### config.mk
export PLATFORM = sky130hd
export DESIGN_NAME = regfile_writeback_ctrl_flat
export DESIGN_NICKNAME = d
export VERILOG_FILES = /design/src/rtl/regfile_writeback_ctrl_if.sv /design/src/rtl/regfile_writeback_ctrl.sv /design/src/flat_wrapper.sv
export SDC_FILE = /design/constraint.sdc
export NUM_CORES = 1
export LEC_CHECK = 0
export CORE_MARGIN = 5
export CORE_UTILIZATION = 42
export DETAILED_ROUTE_END_ITERATION = 6
export GPL_TIMING_DRIVEN = 0
export PLACE_DENSITY_LB_ADDON = 0.05
export SYNTH_ARGS = -nofsm -noshare
export SYNTH_HDL_FRONTEND = slang
export SYNTH_SLANG_ARGS = --single-unit
### constraint.sdc
create_clock -name clk -period 5.3 [get_ports clk]
set_clock_uncertainty 0.15 [all_clocks]
set_input_delay 1.59 -clock clk [delete_from_list [all_inputs] [get_ports clk]]
set_output_delay 1.59 -clock clk [all_outputs]
set_load 0.01 [all_outputs]
### src/rtl/regfile_writeback_ctrl_if.sv
// regfile_writeback_ctrl_if: result handshakes and register-file write ports of the writeback controller
interface regfile_writeback_ctrl_if #(parameter int XLEN = 32);
    logic            alu_valid, alu_ready;
    logic [4:0]      alu_rd;
    logic [XLEN-1:0] alu_data;
    logic            load_valid, load_ready;
    logic [4:0]      load_rd;
    logic [XLEN-1:0] load_data;
    logic            mem_port_stall;
    logic [15:0]     key_in;
    logic [4:0]      address_alu, address_mem;
    logic [XLEN-1:0] write_data_alu, write_data_mem;
    logic            key_fault;
    logic [7:0]      fault_count;
    logic [2:0]      queue_level;
    modport master(
        output alu_valid, alu_rd, alu_data, load_valid, load_rd, load_data, mem_port_stall, key_in,
        input  alu_ready, load_ready, address_alu, write_data_alu, address_mem, write_data_mem,
               key_fault, fault_count, queue_level
    );
    modport slave(
        input  alu_valid, alu_rd, alu_data, load_valid, load_rd, load_data, mem_port_stall, key_in,
        output alu_ready, load_ready, address_alu, write_data_alu, address_mem, write_data_mem,
               key_fault, fault_count, queue_level
    );
endinterface

### src/rtl/regfile_writeback_ctrl.sv
// regfile_writeback_ctrl: drives the two register-file write ports from ALU and queued load results
module regfile_writeback_ctrl #(
    parameter int          XLEN   = 32,
    parameter int          DEPTH  = 4,
    parameter int          SEC_LO = 28,
    parameter int          SEC_HI = 31,
    parameter logic [15:0] KEY    = 16'h0032
) (
    input logic clk,
    input logic rst,
    regfile_writeback_ctrl_if.slave bus
);
    localparam int AW = $clog2(DEPTH);
    localparam logic [AW:0] FULL = (AW+1)'(DEPTH);
    localparam logic [4:0] LO = 5'(SEC_LO);
    localparam logic [4:0] HI = 5'(SEC_HI);
    typedef struct packed {
        logic            we;
        logic [4:0]      rd;
        logic [XLEN-1:0] data;
    } entry_t;
    entry_t [DEPTH-1:0] fifo_q, fifo_d;
    logic [AW-1:0] rptr_q, rptr_d, wptr_q, wptr_d;
    logic [AW:0] count_q, count_d;
    logic [4:0] addr_alu_q, addr_alu_d, addr_mem_q, addr_mem_d;
    logic [XLEN-1:0] data_alu_q, data_alu_d, data_mem_q, data_mem_d;
    logic key_fault_q, key_fault_d;
    logic [7:0] fault_count_q, fault_count_d;
    logic alu_fire, load_fire, key_ok, alu_sec, load_sec, kill, pop, bypass, push;
    logic [1:0] faults;
    logic [8:0] fault_sum;
    entry_t new_ent, out_ent;
    assign bus.alu_ready      = !rst;
    assign bus.load_ready     = !rst && count_q != FULL;
    assign bus.address_alu    = addr_alu_q;
    assign bus.write_data_alu = data_alu_q;
    assign bus.address_mem    = addr_mem_q;
    assign bus.write_data_mem = data_mem_q;
    assign bus.key_fault      = key_fault_q;
    assign bus.fault_count    = fault_count_q;
    assign bus.queue_level    = 3'(count_q);
    always_comb begin
        alu_fire  = bus.alu_valid && !rst;
        load_fire = bus.load_valid && bus.load_ready;
        key_ok    = bus.key_in == KEY;
        alu_sec   = bus.alu_rd != 5'd0 && bus.alu_rd >= LO && bus.alu_rd <= HI;
        load_sec  = bus.load_rd != 5'd0 && bus.load_rd >= LO && bus.load_rd <= HI;
        kill      = alu_fire && bus.alu_rd != 5'd0;
        new_ent   = '{we: bus.load_rd != 5'd0 && (key_ok || !load_sec) && !(kill && bus.alu_rd == bus.load_rd),
                      rd: bus.load_rd, data: bus.load_data};
        // the ALU result is newest, so any older load to the same register must never land
        fifo_d = fifo_q;
        for (int i = 0; i < DEPTH; i++)
            if (kill && fifo_q[i].rd == bus.alu_rd) fifo_d[i].we = 1'b0;
        pop     = !bus.mem_port_stall && count_q != '0;
        bypass  = !bus.mem_port_stall && count_q == '0 && load_fire;
        push    = load_fire && !bypass;
        out_ent = pop ? fifo_d[rptr_q] : bypass ? new_ent : '0;
        if (push) fifo_d[wptr_q] = new_ent;
        wptr_d  = wptr_q + AW'(push);
        rptr_d  = rptr_q + AW'(pop);
        count_d = count_q + (AW+1)'(push) - (AW+1)'(pop);
        addr_mem_d = out_ent.we ? out_ent.rd : '0;
        data_mem_d = out_ent.we ? out_ent.data : '0;
        addr_alu_d = kill && (key_ok || !alu_sec) ? bus.alu_rd : '0;
        data_alu_d = kill && (key_ok || !alu_sec) ? bus.alu_data : '0;
        faults = 2'(alu_fire && alu_sec && !key_ok) + 2'(load_fire && load_sec && !key_ok);
        fault_sum = {1'b0, fault_count_q} + 9'(faults);
        fault_count_d = fault_sum[8] ? 8'hFF : fault_sum[7:0];
        key_fault_d = faults != 2'd0;
    end
    always_ff @(posedge clk) begin
        if (rst) begin
            fifo_q        <= '0;
            rptr_q        <= '0;
            wptr_q        <= '0;
            count_q       <= '0;
            addr_alu_q    <= '0;
            data_alu_q    <= '0;
            addr_mem_q    <= '0;
            data_mem_q    <= '0;
            key_fault_q   <= 1'b0;
            fault_count_q <= '0;
        end else begin
            fifo_q        <= fifo_d;
            rptr_q        <= rptr_d;
            wptr_q        <= wptr_d;
            count_q       <= count_d;
            addr_alu_q    <= addr_alu_d;
            data_alu_q    <= data_alu_d;
            addr_mem_q    <= addr_mem_d;
            data_mem_q    <= data_mem_d;
            key_fault_q   <= key_fault_d;
            fault_count_q <= fault_count_d;
        end
    end
endmodule
### src/flat_wrapper.sv
// flat-port wrapper written by rule: the top's interface ports become plain ports
module regfile_writeback_ctrl_flat 
#(
    parameter int          XLEN   = 32,
    parameter int          DEPTH  = 4,
    parameter int          SEC_LO = 28,
    parameter int          SEC_HI = 31,
    parameter logic [15:0] KEY    = 16'h0032
)
  (clk, rst, bus_alu_valid, bus_alu_rd, bus_alu_data, bus_load_valid, bus_load_rd, bus_load_data, bus_mem_port_stall, bus_key_in, bus_alu_ready, bus_load_ready, bus_address_alu, bus_write_data_alu, bus_address_mem, bus_write_data_mem, bus_key_fault, bus_fault_count, bus_queue_level);
  regfile_writeback_ctrl_if #(.XLEN(XLEN)) bus_i ();
  input logic clk;
  input logic rst;
  input wire logic [$bits(bus_i.alu_valid)-1:0] bus_alu_valid;
  input wire logic [$bits(bus_i.alu_rd)-1:0] bus_alu_rd;
  input wire logic [$bits(bus_i.alu_data)-1:0] bus_alu_data;
  input wire logic [$bits(bus_i.load_valid)-1:0] bus_load_valid;
  input wire logic [$bits(bus_i.load_rd)-1:0] bus_load_rd;
  input wire logic [$bits(bus_i.load_data)-1:0] bus_load_data;
  input wire logic [$bits(bus_i.mem_port_stall)-1:0] bus_mem_port_stall;
  input wire logic [$bits(bus_i.key_in)-1:0] bus_key_in;
  output wire logic [$bits(bus_i.alu_ready)-1:0] bus_alu_ready;
  output wire logic [$bits(bus_i.load_ready)-1:0] bus_load_ready;
  output wire logic [$bits(bus_i.address_alu)-1:0] bus_address_alu;
  output wire logic [$bits(bus_i.write_data_alu)-1:0] bus_write_data_alu;
  output wire logic [$bits(bus_i.address_mem)-1:0] bus_address_mem;
  output wire logic [$bits(bus_i.write_data_mem)-1:0] bus_write_data_mem;
  output wire logic [$bits(bus_i.key_fault)-1:0] bus_key_fault;
  output wire logic [$bits(bus_i.fault_count)-1:0] bus_fault_count;
  output wire logic [$bits(bus_i.queue_level)-1:0] bus_queue_level;
  assign bus_i.alu_valid = bus_alu_valid;
  assign bus_i.alu_rd = bus_alu_rd;
  assign bus_i.alu_data = bus_alu_data;
  assign bus_i.load_valid = bus_load_valid;
  assign bus_i.load_rd = bus_load_rd;
  assign bus_i.load_data = bus_load_data;
  assign bus_i.mem_port_stall = bus_mem_port_stall;
  assign bus_i.key_in = bus_key_in;
  assign bus_alu_ready = bus_i.alu_ready;
  assign bus_load_ready = bus_i.load_ready;
  assign bus_address_alu = bus_i.address_alu;
  assign bus_write_data_alu = bus_i.write_data_alu;
  assign bus_address_mem = bus_i.address_mem;
  assign bus_write_data_mem = bus_i.write_data_mem;
  assign bus_key_fault = bus_i.key_fault;
  assign bus_fault_count = bus_i.fault_count;
  assign bus_queue_level = bus_i.queue_level;
  regfile_writeback_ctrl #(.XLEN(XLEN), .DEPTH(DEPTH), .SEC_LO(SEC_LO), .SEC_HI(SEC_HI), .KEY(KEY)) u_core (.clk(clk), .rst(rst), .bus(bus_i));
endmodule
==> impl_metrics.py, run 1 <==
metrics = {
    "status": {
        "status": "finished, final reports clean",
    },
    "clock_network": {
        "clock_latency_ns": 0.52,
        "cts_resized": 0,
        "htreeDepth": 1,
        "cts_max_path_buffers": 3,
        "postCtsSetupBuffers": 0,
        "cts_tree": "built",
        "clk_pin_slew_worst_paths_ns": 0.06,
        "cts-buffers-inserted": 27,
        "cts.sinks": 242,
        "cts_root_buf": "clkbuf_16",
        "cts_hold_buffers": 0,
    },
    "synth": {
        "synth_largest_type_area_fraction": 0.500,
        "yosysUniqueCellTypes": 46,
        "synth_largest_area_cell": "dfxtp_1",
        "syn_nets": 1175,
        "synth-edff-count": 0,
        "ys_seq_area_frac": 0.500,
        "syn_area_per_cell_sq_um": 9.06,
        "yosysWarnings": 0,
        "synth_most_common_cell": "nand2_1",
        "synth_seq_cells": 242,
        "synth_common_cells": "nand2_1, dfxtp_1, a21oi_1",
        "synth_ff_type": "dfxtp_1",
        "synth_top_cells_by_area": "dfxtp_1, nand2_1, mux4_2",
        "syn_inst": 1070,
        "async_flop_share": 0,
        "synth_area_sq_um": 9690,
    },
    "finish": {
        "layout-drive-gt1-share": 0.106,
        "final_core_util": 0.554,
        "area_delta_synth_final_pct": 29.9,
        "finalInstanceArea_sq_um": 12600,
        "final_nets": 1376,
        "stdcell_count": 1574,
        "insertedDiodeCount": 0,
    },
    "floorplanning": {
        "io_pins": 183,
        "die_h_um": 162,
        "die-width_um": 162,
        "core_sq_um": 22700,
        "die-area_sq_um": 26200,
        "fp-row-count": 55,
        "start_util": 0.427,
    },
    "timing": {
        "min_period_over_period": 0.858,
        "period_minus_slack_ns": 4.54,
        "setup_viol": 0,
        "worstMarginPinSlew_ns": 0.832,
        "rsz0062_at_grt": "false",
        "slew_viol_final": 0,
        "hold_viol": 0,
        "fin_tns_setup_ns": 0,
        "slew_headroom": 0.446,
        "fmax_mhz": 220,
    },
    "grt": {
        "antenna_found_initial": 0,
        "grtUsageTotal": 0.209,
        "grt-ovfl-total": 0,
        "grt_max_degree": 13,
        "grt_pass1_wl_mm": 44.0,
        "grt_pass1_vias": 7751,
    },
    "worst_setup_path": {
        "cpPeakStageDelay_ns": 0.45,
        "cp-start-kind": "input port",
        "crit_path_cell_trace": "clkdlybuf4s50_1 > nor4_1 > nand4_1 > and4_1 > nand2_1 > inv_1 > ha_1 > ha_1 > inv_1 > fa_1 > nor3b_1 > nand3_1 > a21oi_1",
        "regToRegStartpoint": "u_core.bus.queue_level[1]",
        "crit_start": "bus_key_in[10]",
        "criticalPathCategory": "input port to flop",
        "path_max_fanout": 6,
        "end_kind": "flop",
        "crit_slowest_cell": "nor3b_1",
        "required_ns": 5.59,
        "worstPathArrival_ns": 4.84,
    },
    "placement": {
        "port_buffers": 172,
        "dp_hpwl_mm": 19.4,
        "place.gp.congestion": 0.857,
        "placedCellCount": 1527,
        "post_dp_cell_area_sq_um": 11800,
    },
    "route": {
        "wl_mm": 28.2,
        "vias": 8076,
        "via_per_inst": 5.13,
        "drtAntennaViolNets": 0,
        "drtPass1Iterations": 4,
        "remaining_drc_errors": 0,
        "drt_iter0_drc": 433,
        "avgRoutedWirePerCell_um": 17.9,
    },
    "power_and_ir_drop": {
        "p_per_area_nw_per_um2": 357,
        "finalPower_mw": 4.50,
        "ir_drop_uv": 211,
        "leakage_nw": 4.24,
    },
    "hold_path": {
        "hold_class": "flop to flop",
    },
    "flow_run": {
        "cap_viol_max_count": 0,
    },
}
[where the power goes]
part	internal [mW]	switching (mW)	leakage, nW	total (mW)
sequential	1.89	0.0469	1.96	1.94
combinational	0.352	0.473	1.88	0.825
clock	1.01	0.727	0.402	1.73
total	3.25	1.25	4.24	4.50
[metrics by stage]
stage	worst slack [ns]	hold WS, ns
floorplan	1.08	0.283
CTS	0.756	0.303
detailed placement	0.239	0.295
global placement	0.249	0.288
global route	0.464	0.321
finish	0.755	0.298
[critical path, delay by kind of cell]
family / cells / cell delay [ns]
and+or+nand+nor: 6 / 1.69
adders and majority gates: 3 / 0.83
buffers and inverters: 3 / 0.50
AOI/OAI and AO/OA: 1 / 0.21
[layer usage]
metal / GRT usage / vias to the layer above / part of all wire
met3: 0.0317 / 40 / 0.056
met4: 0.0573 / 0 / 0.020
met2: 0.346 / 226 / 0.47
met1: 0.288 / 3823 / 0.45
met5: 0 / - / 0
li1: - / 3987 / -
[cell type report]
| class | instances | area, sq um |
|---|---|---|
| Timing Repair Buffer | 172 | 1720 |
| Sequential cell | 242 | 4840 |
| Clock buffer | 40 | 774 |
| Tap cell | 285 | 357 |
| Fill cell | 2118 | 10100 |
| Buffer | 84 | 370 |
| Inverter | 11 | 41.3 |
| Clock inverter | 7 | 41.3 |
| Multi-Input combinational cell | 733 | 4440 |
[worst paths after layout]
check / to / slack, ns / cells past startpoint
max: u_core.bus.fault_count[4] / 0.76 / 13
min: flop / 0.30 / 2
max reg2reg: u_core.bus.fault_count[4] / 2.27 / 10
min reg2reg: flop / 0.30 / 2
[cell usage in the layout (no fill, tap or decap), types with 2 or more instances in the layout]
master and instances:
clkbuf_1 64, buf_1 6, nor3b_1 3, nor2_1 21, nor4_1 6, fa_1 2
buf_2 17, xor2_1 12, and2_1 40, mux4_2 37, a21oi_1 161, nor2_2 30
nor3_1 2, buf_6 4, clkbuf_16 27, nor2b_1 5, nand3b_1 4, clkdlybuf4s50_1 172
dfxtp_1 242, ha_1 8, clkbuf_8 5, and3_1 4, xnor2_1 21, clkinv_2 5
nand2b_1 4, a22oi_1 37, inv_1 11, nand2_1 308, nand3_1 8
[cell families (layout without fill, tap and decap cells)]
kind of cell / count (synthesis) / after routing / share of synthesized area
and+or+nand+nor: 444 / 444 / 0.204
DFF: 242 / 242 / 0.500
AOI/OAI and AO/OA: 208 / 208 / 0.123
buffers and inverters: 95 / 314 / 0.0425
muxes: 38 / 38 / 0.0870
xor gates and xnor gates: 33 / 33 / 0.0298
adders and majority gates: 10 / 10 / 0.0145
Note: power is estimated with default switching activity, not from simulation.
==> run 2, diff against run 1 <==
TNS_END_PERCENT = 10   (was unset)
==> results of run 2 <==
No change in the layout: final DEF, timing and power equal those of run 1.
